[config.mk]
export PLATFORM = sky130hd
export DESIGN_NAME = ppu_ram_responder
export DESIGN_NICKNAME = d
export VERILOG_FILES = /design/src/rtl/ppu_ram_responder_pkg.sv /design/src/rtl/ppu_nibble_shifter.sv /design/src/rtl/ppu_ram_responder.sv
export SDC_FILE = /design/constraint.sdc
export NUM_CORES = 1
export LEC_CHECK = 0
export BUFFER_PORTS_ARGS = -buffer_cell sky130_fd_sc_hd__buf_2
export CELL_PAD_IN_SITES_DETAIL_PLACEMENT = 0
export CELL_PAD_IN_SITES_GLOBAL_PLACEMENT = 2
export CORE_MARGIN = 2
export CORE_UTILIZATION = 29
export CTS_CLUSTER_DIAMETER = 50
export DETAILED_ROUTE_END_ITERATION = 12
export HOLD_SLACK_MARGIN = 0.12
export PLACE_DENSITY_LB_ADDON = 0.1
export SLEW_MARGIN = 20
export SYNTH_ARGS = -nofsm -noshare
export SYNTH_HDL_FRONTEND = slang
export SYNTH_SLANG_ARGS = --single-unit
[constraint.sdc]
create_clock -name clk -period 2.5 [get_ports clk]
set_clock_uncertainty 0.05 [all_clocks]
set_input_delay 0.25 -clock clk [delete_from_list [all_inputs] [get_ports clk]]
set_output_delay 0.25 -clock clk [all_outputs]
set_load 0.005 [all_outputs]
[src/rtl/ppu_ram_responder_pkg.sv]
// Shared definitions for the PPU external-memory responder: command nibble
// codes, word width and the transaction FSM state encoding.
package ppu_ram_responder_pkg;

   localparam logic [3:0] PPU_MEMCMD_IDLE = 4'h0;
   localparam logic [3:0] PPU_MEMCMD_READ = 4'h1;
   localparam int         WORD_BITS       = 16;

   typedef enum logic [1:0] {
      ST_IDLE = 2'd0,
      ST_ADDR = 2'd1,
      ST_WAIT = 2'd2,
      ST_DATA = 2'd3
   } state_t;

   // A command nibble seen in IDLE that is neither idle nor READ.
   function automatic logic is_illegal_cmd(input logic [3:0] nib);
      return (nib != PPU_MEMCMD_IDLE) && (nib != PPU_MEMCMD_READ);
   endfunction

endpackage

[src/rtl/ppu_nibble_shifter.sv]
// W-bit shift register with parallel load and N-bit left shift (MSB first).
// Used both to assemble the serial address and to serialise read data.
module ppu_nibble_shifter #(
   parameter int W = 16,
   parameter int N = 4
) (
   input  logic         clk,
   input  logic         rst_n,
   input  logic         load,
   input  logic [W-1:0] load_val,
   input  logic         shift,
   input  logic [N-1:0] shift_in,
   output logic [W-1:0] q
);

   logic [W-1:0] q_d;
   logic [W-1:0] q_q;

   // Parallel load has priority over a shift; otherwise hold.
   always_comb begin
      q_d = q_q;
      if (load) begin
         q_d = load_val;
      end else if (shift) begin
         q_d = {q_q[W-N-1:0], shift_in};
      end else begin
         q_d = q_q;
      end
   end

   // Shift register storage with synchronous active-low reset.
   always_ff @(posedge clk) begin
      if (!rst_n) begin
         q_q <= '0;
      end else begin
         q_q <= q_d;
      end
   end

   assign q = q_q;

endmodule

[src/rtl/ppu_ram_responder.sv]
// PPU external-memory responder: decodes the serial READ/address stream,
// issues a single RAM read, returns the word as nibbles, and offers a host
// load port that writes RAM whenever the read path does not need the port.
module ppu_ram_responder
   import ppu_ram_responder_pkg::*;
#(
   parameter int RAM_PINS   = 4,
   parameter int ADDR_BITS  = 16,
   parameter int RESP_DELAY = 2
) (
   input  logic                 clk,
   input  logic                 rst_n,
   input  logic [RAM_PINS-1:0]  addr_pins,
   output logic [RAM_PINS-1:0]  data_pins,
   output logic [ADDR_BITS-1:0] mem_addr,
   output logic                 mem_rd_en,
   input  logic [WORD_BITS-1:0] mem_rdata,
   output logic                 mem_wr_en,
   output logic [WORD_BITS-1:0] mem_wdata,
   input  logic                 load_start,
   input  logic [ADDR_BITS-1:0] load_addr,
   input  logic                 load_valid,
   input  logic [WORD_BITS-1:0] load_data,
   output logic                 load_ready,
   output logic                 busy,
   output logic                 proto_err
);

   localparam logic [2:0] ADDR_LAST = 3'(ADDR_BITS / RAM_PINS - 1);
   localparam logic [2:0] WAIT_LAST = 3'(RESP_DELAY - 1);
   localparam logic [2:0] DATA_LAST = 3'(WORD_BITS / RAM_PINS - 1);
   localparam logic [ADDR_BITS-1:0] PTR_ONE = {{(ADDR_BITS-1){1'b0}}, 1'b1};

   state_t                state_q, state_d;
   logic [2:0]            cnt_q, cnt_d;
   logic                  rd_en_q, rd_en_d;
   logic                  cap_q, cap_d;
   logic                  err_q, err_d;
   logic [ADDR_BITS-1:0]  ptr_q, ptr_d;
   logic [ADDR_BITS-1:0]  addr_word;
   logic [WORD_BITS-1:0]  data_word;
   logic                  accept;

   // A read strobe owns the RAM port, so the host is stalled in that cycle;
   // load_start takes precedence over a simultaneous handshake.
   assign load_ready = ~rd_en_q;
   assign accept     = load_valid & load_ready & ~load_start;

   // Next-state, counters and pulse outputs of the read transaction.
   always_comb begin
      state_d = state_q;
      cnt_d   = cnt_q;
      rd_en_d = 1'b0;
      cap_d   = rd_en_q;
      err_d   = 1'b0;
      case (state_q)
         ST_IDLE: begin
            cnt_d = 3'd0;
            if (addr_pins == PPU_MEMCMD_READ) begin
               state_d = ST_ADDR;
            end else if (is_illegal_cmd(addr_pins)) begin
               err_d = 1'b1;
            end else begin
               state_d = ST_IDLE;
            end
         end
         ST_ADDR: begin
            if (cnt_q == ADDR_LAST) begin
               state_d = ST_WAIT;
               cnt_d   = 3'd0;
               rd_en_d = 1'b1;
            end else begin
               cnt_d = cnt_q + 3'd1;
            end
         end
         ST_WAIT: begin
            err_d = (addr_pins != PPU_MEMCMD_IDLE);
            if (cnt_q == WAIT_LAST) begin
               state_d = ST_DATA;
               cnt_d   = 3'd0;
            end else begin
               cnt_d = cnt_q + 3'd1;
            end
         end
         ST_DATA: begin
            err_d = (addr_pins != PPU_MEMCMD_IDLE);
            if (cnt_q == DATA_LAST) begin
               state_d = ST_IDLE;
               cnt_d   = 3'd0;
            end else begin
               cnt_d = cnt_q + 3'd1;
            end
         end
         default: begin
            state_d = ST_IDLE;
            cnt_d   = 3'd0;
         end
      endcase
   end

   // Load pointer: restart on load_start, advance (wrapping) per accepted word.
   always_comb begin
      if (load_start) begin
         ptr_d = load_addr;
      end else if (accept) begin
         ptr_d = ptr_q + PTR_ONE;
      end else begin
         ptr_d = ptr_q;
      end
   end

   // Single register stage for the FSM, its pulses and the load pointer.
   always_ff @(posedge clk) begin
      if (!rst_n) begin
         state_q <= ST_IDLE;
         cnt_q   <= 3'd0;
         rd_en_q <= 1'b0;
         cap_q   <= 1'b0;
         err_q   <= 1'b0;
         ptr_q   <= '0;
      end else begin
         state_q <= state_d;
         cnt_q   <= cnt_d;
         rd_en_q <= rd_en_d;
         cap_q   <= cap_d;
         err_q   <= err_d;
         ptr_q   <= ptr_d;
      end
   end

   ppu_nibble_shifter #(.W(ADDR_BITS), .N(RAM_PINS)) u_addr_deser (
      .clk      (clk),
      .rst_n    (rst_n),
      .load     (1'b0),
      .load_val ('0),
      .shift    (state_q == ST_ADDR),
      .shift_in (addr_pins),
      .q        (addr_word)
   );

   // Read data arrives the cycle after the strobe and is held until DATA.
   ppu_nibble_shifter #(.W(WORD_BITS), .N(RAM_PINS)) u_data_ser (
      .clk      (clk),
      .rst_n    (rst_n),
      .load     (cap_q),
      .load_val (mem_rdata),
      .shift    (state_q == ST_DATA),
      .shift_in ('0),
      .q        (data_word)
   );

   assign data_pins = (state_q == ST_DATA) ? data_word[WORD_BITS-1:WORD_BITS-RAM_PINS] : '0;
   assign mem_rd_en = rd_en_q;
   assign mem_addr  = rd_en_q ? addr_word : ptr_q;
   assign mem_wr_en = accept;
   assign mem_wdata = accept ? load_data : '0;
   assign busy      = (state_q != ST_IDLE);
   assign proto_err = err_q;

endmodule

==> flow_summary.json <==
{
  "whs_ns": 0.148,
  "initial_core_util_pct": 30.0,
  "p_int_mw": 1.46,
  "ys.flop_type": "dfxtp_1",
  "slew_viol_final": 0,
  "endpoint_kind": "output port",
  "antennaDiodeCount": 0,
  "critical_path.max_fanout": 25,
  "numCtsBuffers": 5,
  "yosysTopAreaCell": "dfxtp_1",
  "clock.fmax_ghz": 0.493,
  "min_path_type": "primary input to flop",
  "period_minus_slack_ns": 2.03,
  "die_y_um": 105,
  "place_hpwl_mm": 5.76,
  "routed_wl_mm": 7.75,
  "viasPerCell": 4.51,
  "async_flop_share_pct": 0,
  "synth_seq_cells": 56,
  "swShare_pct": 27.9,
  "cts_htree_levels": 2,
  "ir_drop_uv": 227,
  "tns_ns": 0,
  "ff2ff_setup_slack_ns": 0.65,
  "grt_pass1_vias": 2559,
  "avgSynthCellArea_um2": 8.87,
  "top_level_ports": 97,
  "clock_power_share_pct": 28.5,
  "clockBufferDepth": 2,
  "maxCapViolCount": 0,
  "placed_cells": 548,
  "utilization_pct": 37.3,
  "place_congestion": 0.749,
  "synth_edf_count": 0,
  "fin_nets": 489,
  "dr.pass1.iters": 3,
  "fp.coreArea_um2": 9860,
  "path_clk_slew_ns": 0.09,
  "cts_setup_buffers": 0,
  "drc": 0,
  "synth_warnings": 0,
  "worstSetupPathType": "flop to output port",
  "yosysUniqueCellTypes": 35,
  "clock-sinks": 56,
  "track_usage_pct": 14.1,
  "setup_viol": 0,
  "die_area_um2": 11000,
  "drt-wirelength-per-cell_um": 14.0,
  "status": "finished, final reports clean",
  "relSlewSlack_pct": 56.1,
  "ys_seq_area_share_pct": 37.8,
  "p_leak_nw": 1.60,
  "cp.required_ns": 2.20,
  "antenna_found_initial": 0,
  "hold_violations": 0,
  "clock_latency_ns": 0.31,
  "cts_resized": 0,
  "grt_pass1_wl_mm": 12.7,
  "power_switching_uw": 565,
  "synthTopCellsByArea": "dfxtp_1 38%, mux2i_1 10%, o21ai_0 5.6%",
  "cp_data_arrival_time_ns": 1.73,
  "power.density_nw_per_um2": 550,
  "via_count": 2499,
  "area_growth_pct": 24.2,
  "num_rows": 36,
  "syn_area_um2": 2960,
  "synthCells": 334,
  "die_w_um": 105,
  "power_frac_seq_pct": 49.1,
  "rsz0062_at_grt": "no",
  "fin_cells": 554,
  "worstMarginPinSlew_ns": 0.658,
  "cts_tree": "yes",
  "fin_crit_sh_pct": 81.1,
  "grt.overflow.total": 0,
  "drive_gt1_share_pct": 30.2,
  "cts_root_buf": "clkbuf_8",
  "startpoint_type": "flop",
  "ctsHoldBuffers": 0,
  "port_buffers": 96,
  "syn_nets": 401,
  "ant_nets": 0,
  "drt_iter0_drc": 87,
  "synth.top_cell.area_share_pct": 37.8,
  "grt_max_degree": 27,
  "power_frac_comb_pct": 22.3
}
[kinds of logic after synthesis]
logic type	synth area share, %
simple gates	23.3
xor+xnor	4.14
fa+ha+maj	4.64
flops	37.8
mux	15.1
buf+inv	4.52
compound gates	10.5
[metrics by stage]
stage / power [mW] / instance area (um2) / setup slack [ns]
6_report: 2.02 / 3680 / 0.473
3_5_place_dp: 1.47 / 3580 / 0.677
4_1_cts: 2.06 / 3680 / 0.449
5_1_grt: 2.14 / 3680 / 0.295
2_1_floorplan: 1.31 / 2960 / 0.644
3_3_place_gp: 1.48 / 3580 / 0.733
[layout by cell type, fill, tap and decap left out, types with 2 or more instances in the layout]
cell type   n
nand3_1     3
nor2b_1    22
inv_1      12
ha_1       11
and2_1     20
mux2_2     13
nor4_1      3
nor2_1      5
mux2i_1    30
buf_4       8
buf_2      96
clkbuf_8    5
nand2_1    23
nor3_1      5
and3_1     17
nor3b_1     4
dfxtp_1    56
xnor2_1    10
nand4_1     5
nand2b_1    4
a21oi_1    17
o211a_1     2
xor2_1      4
or3_1       2
o21ai_0    33
[flip-flops by register name, indices dropped and copies added, names as in the netlist]
register        count
ptr_q              16
u_addr_deser.q     16
cap_q               1
cnt_q               3
proto_err           1
mem_rd_en           1
u_data_ser.q       16
state_q             2
[cell usage after synthesis, types with 2 or more instances]
| cell | count |
|---|---|
| mux2i_1 | 30 |
| buf_2 | 2 |
| and3_1 | 17 |
| and2_1 | 20 |
| dfxtp_1 | 56 |
| nor3_1 | 5 |
| nand2b_1 | 4 |
| nor2_1 | 5 |
| nand3_1 | 3 |
| inv_1 | 12 |
| a21oi_1 | 17 |
| nor2b_1 | 22 |
| xor2_1 | 4 |
| nand4_1 | 5 |
| nand2_1 | 23 |
| xnor2_1 | 10 |
| nor3b_1 | 4 |
| nor4_1 | 3 |
| o21ai_0 | 33 |
| o211a_1 | 2 |
| clkbuf_1 | 20 |
| ha_1 | 11 |
| or3_1 | 2 |
| mux2_2 | 13 |
[power groups by stage]
stage | registers (mW) | clock network [mW] | logic, mW
2_1_floorplan | 1.00 | 0 | 0.308
3_3_place_gp | 1.01 | 0 | 0.461
3_5_place_dp | 1.02 | 0 | 0.458
4_1_cts | 0.995 | 0.600 | 0.461
5_1_grt | 1.00 | 0.634 | 0.505
6_report | 0.994 | 0.577 | 0.452
[critical path: stages, from the launching register on]
cell and delay (ns):
dfxtp_1 0.32, buf_4 0.22, nor2b_1 0.34, buf_4 0.26, and3_1 0.17, buf_2 0.11
[layer usage]
layer	track usage [%]	up-vias	share of wire (%)
met5	0	-	0
met4	3.14	0	0.92
met3	2.81	7	4.1
met2	24.2	57	47
met1	18.4	1118	48
li1	-	1317	-
[path summary, 6_finish.rpt]
check                     from              end  cells after the start
setup / recovery     mem_rd_en     mem_wdata[9]                      5
hold / removal    mem_rdata[3]  u_data_ser.q[3]                      3
setup reg to reg      ptr_q[0]        ptr_q[15]                      4
hold reg to reg       cnt_q[0]         cnt_q[0]                      1
[layout make-up]
class	instances	area (um2)
clock inverters	1	30.0
well taps	133	166
repair buffers	104	541
fillers	1065	6180
flip-flops and latches	56	1120
inverters	12	45.0
clock buffers	5	68.8
multi-input cells	243	1710
Power figures use the tool's default switching activity.
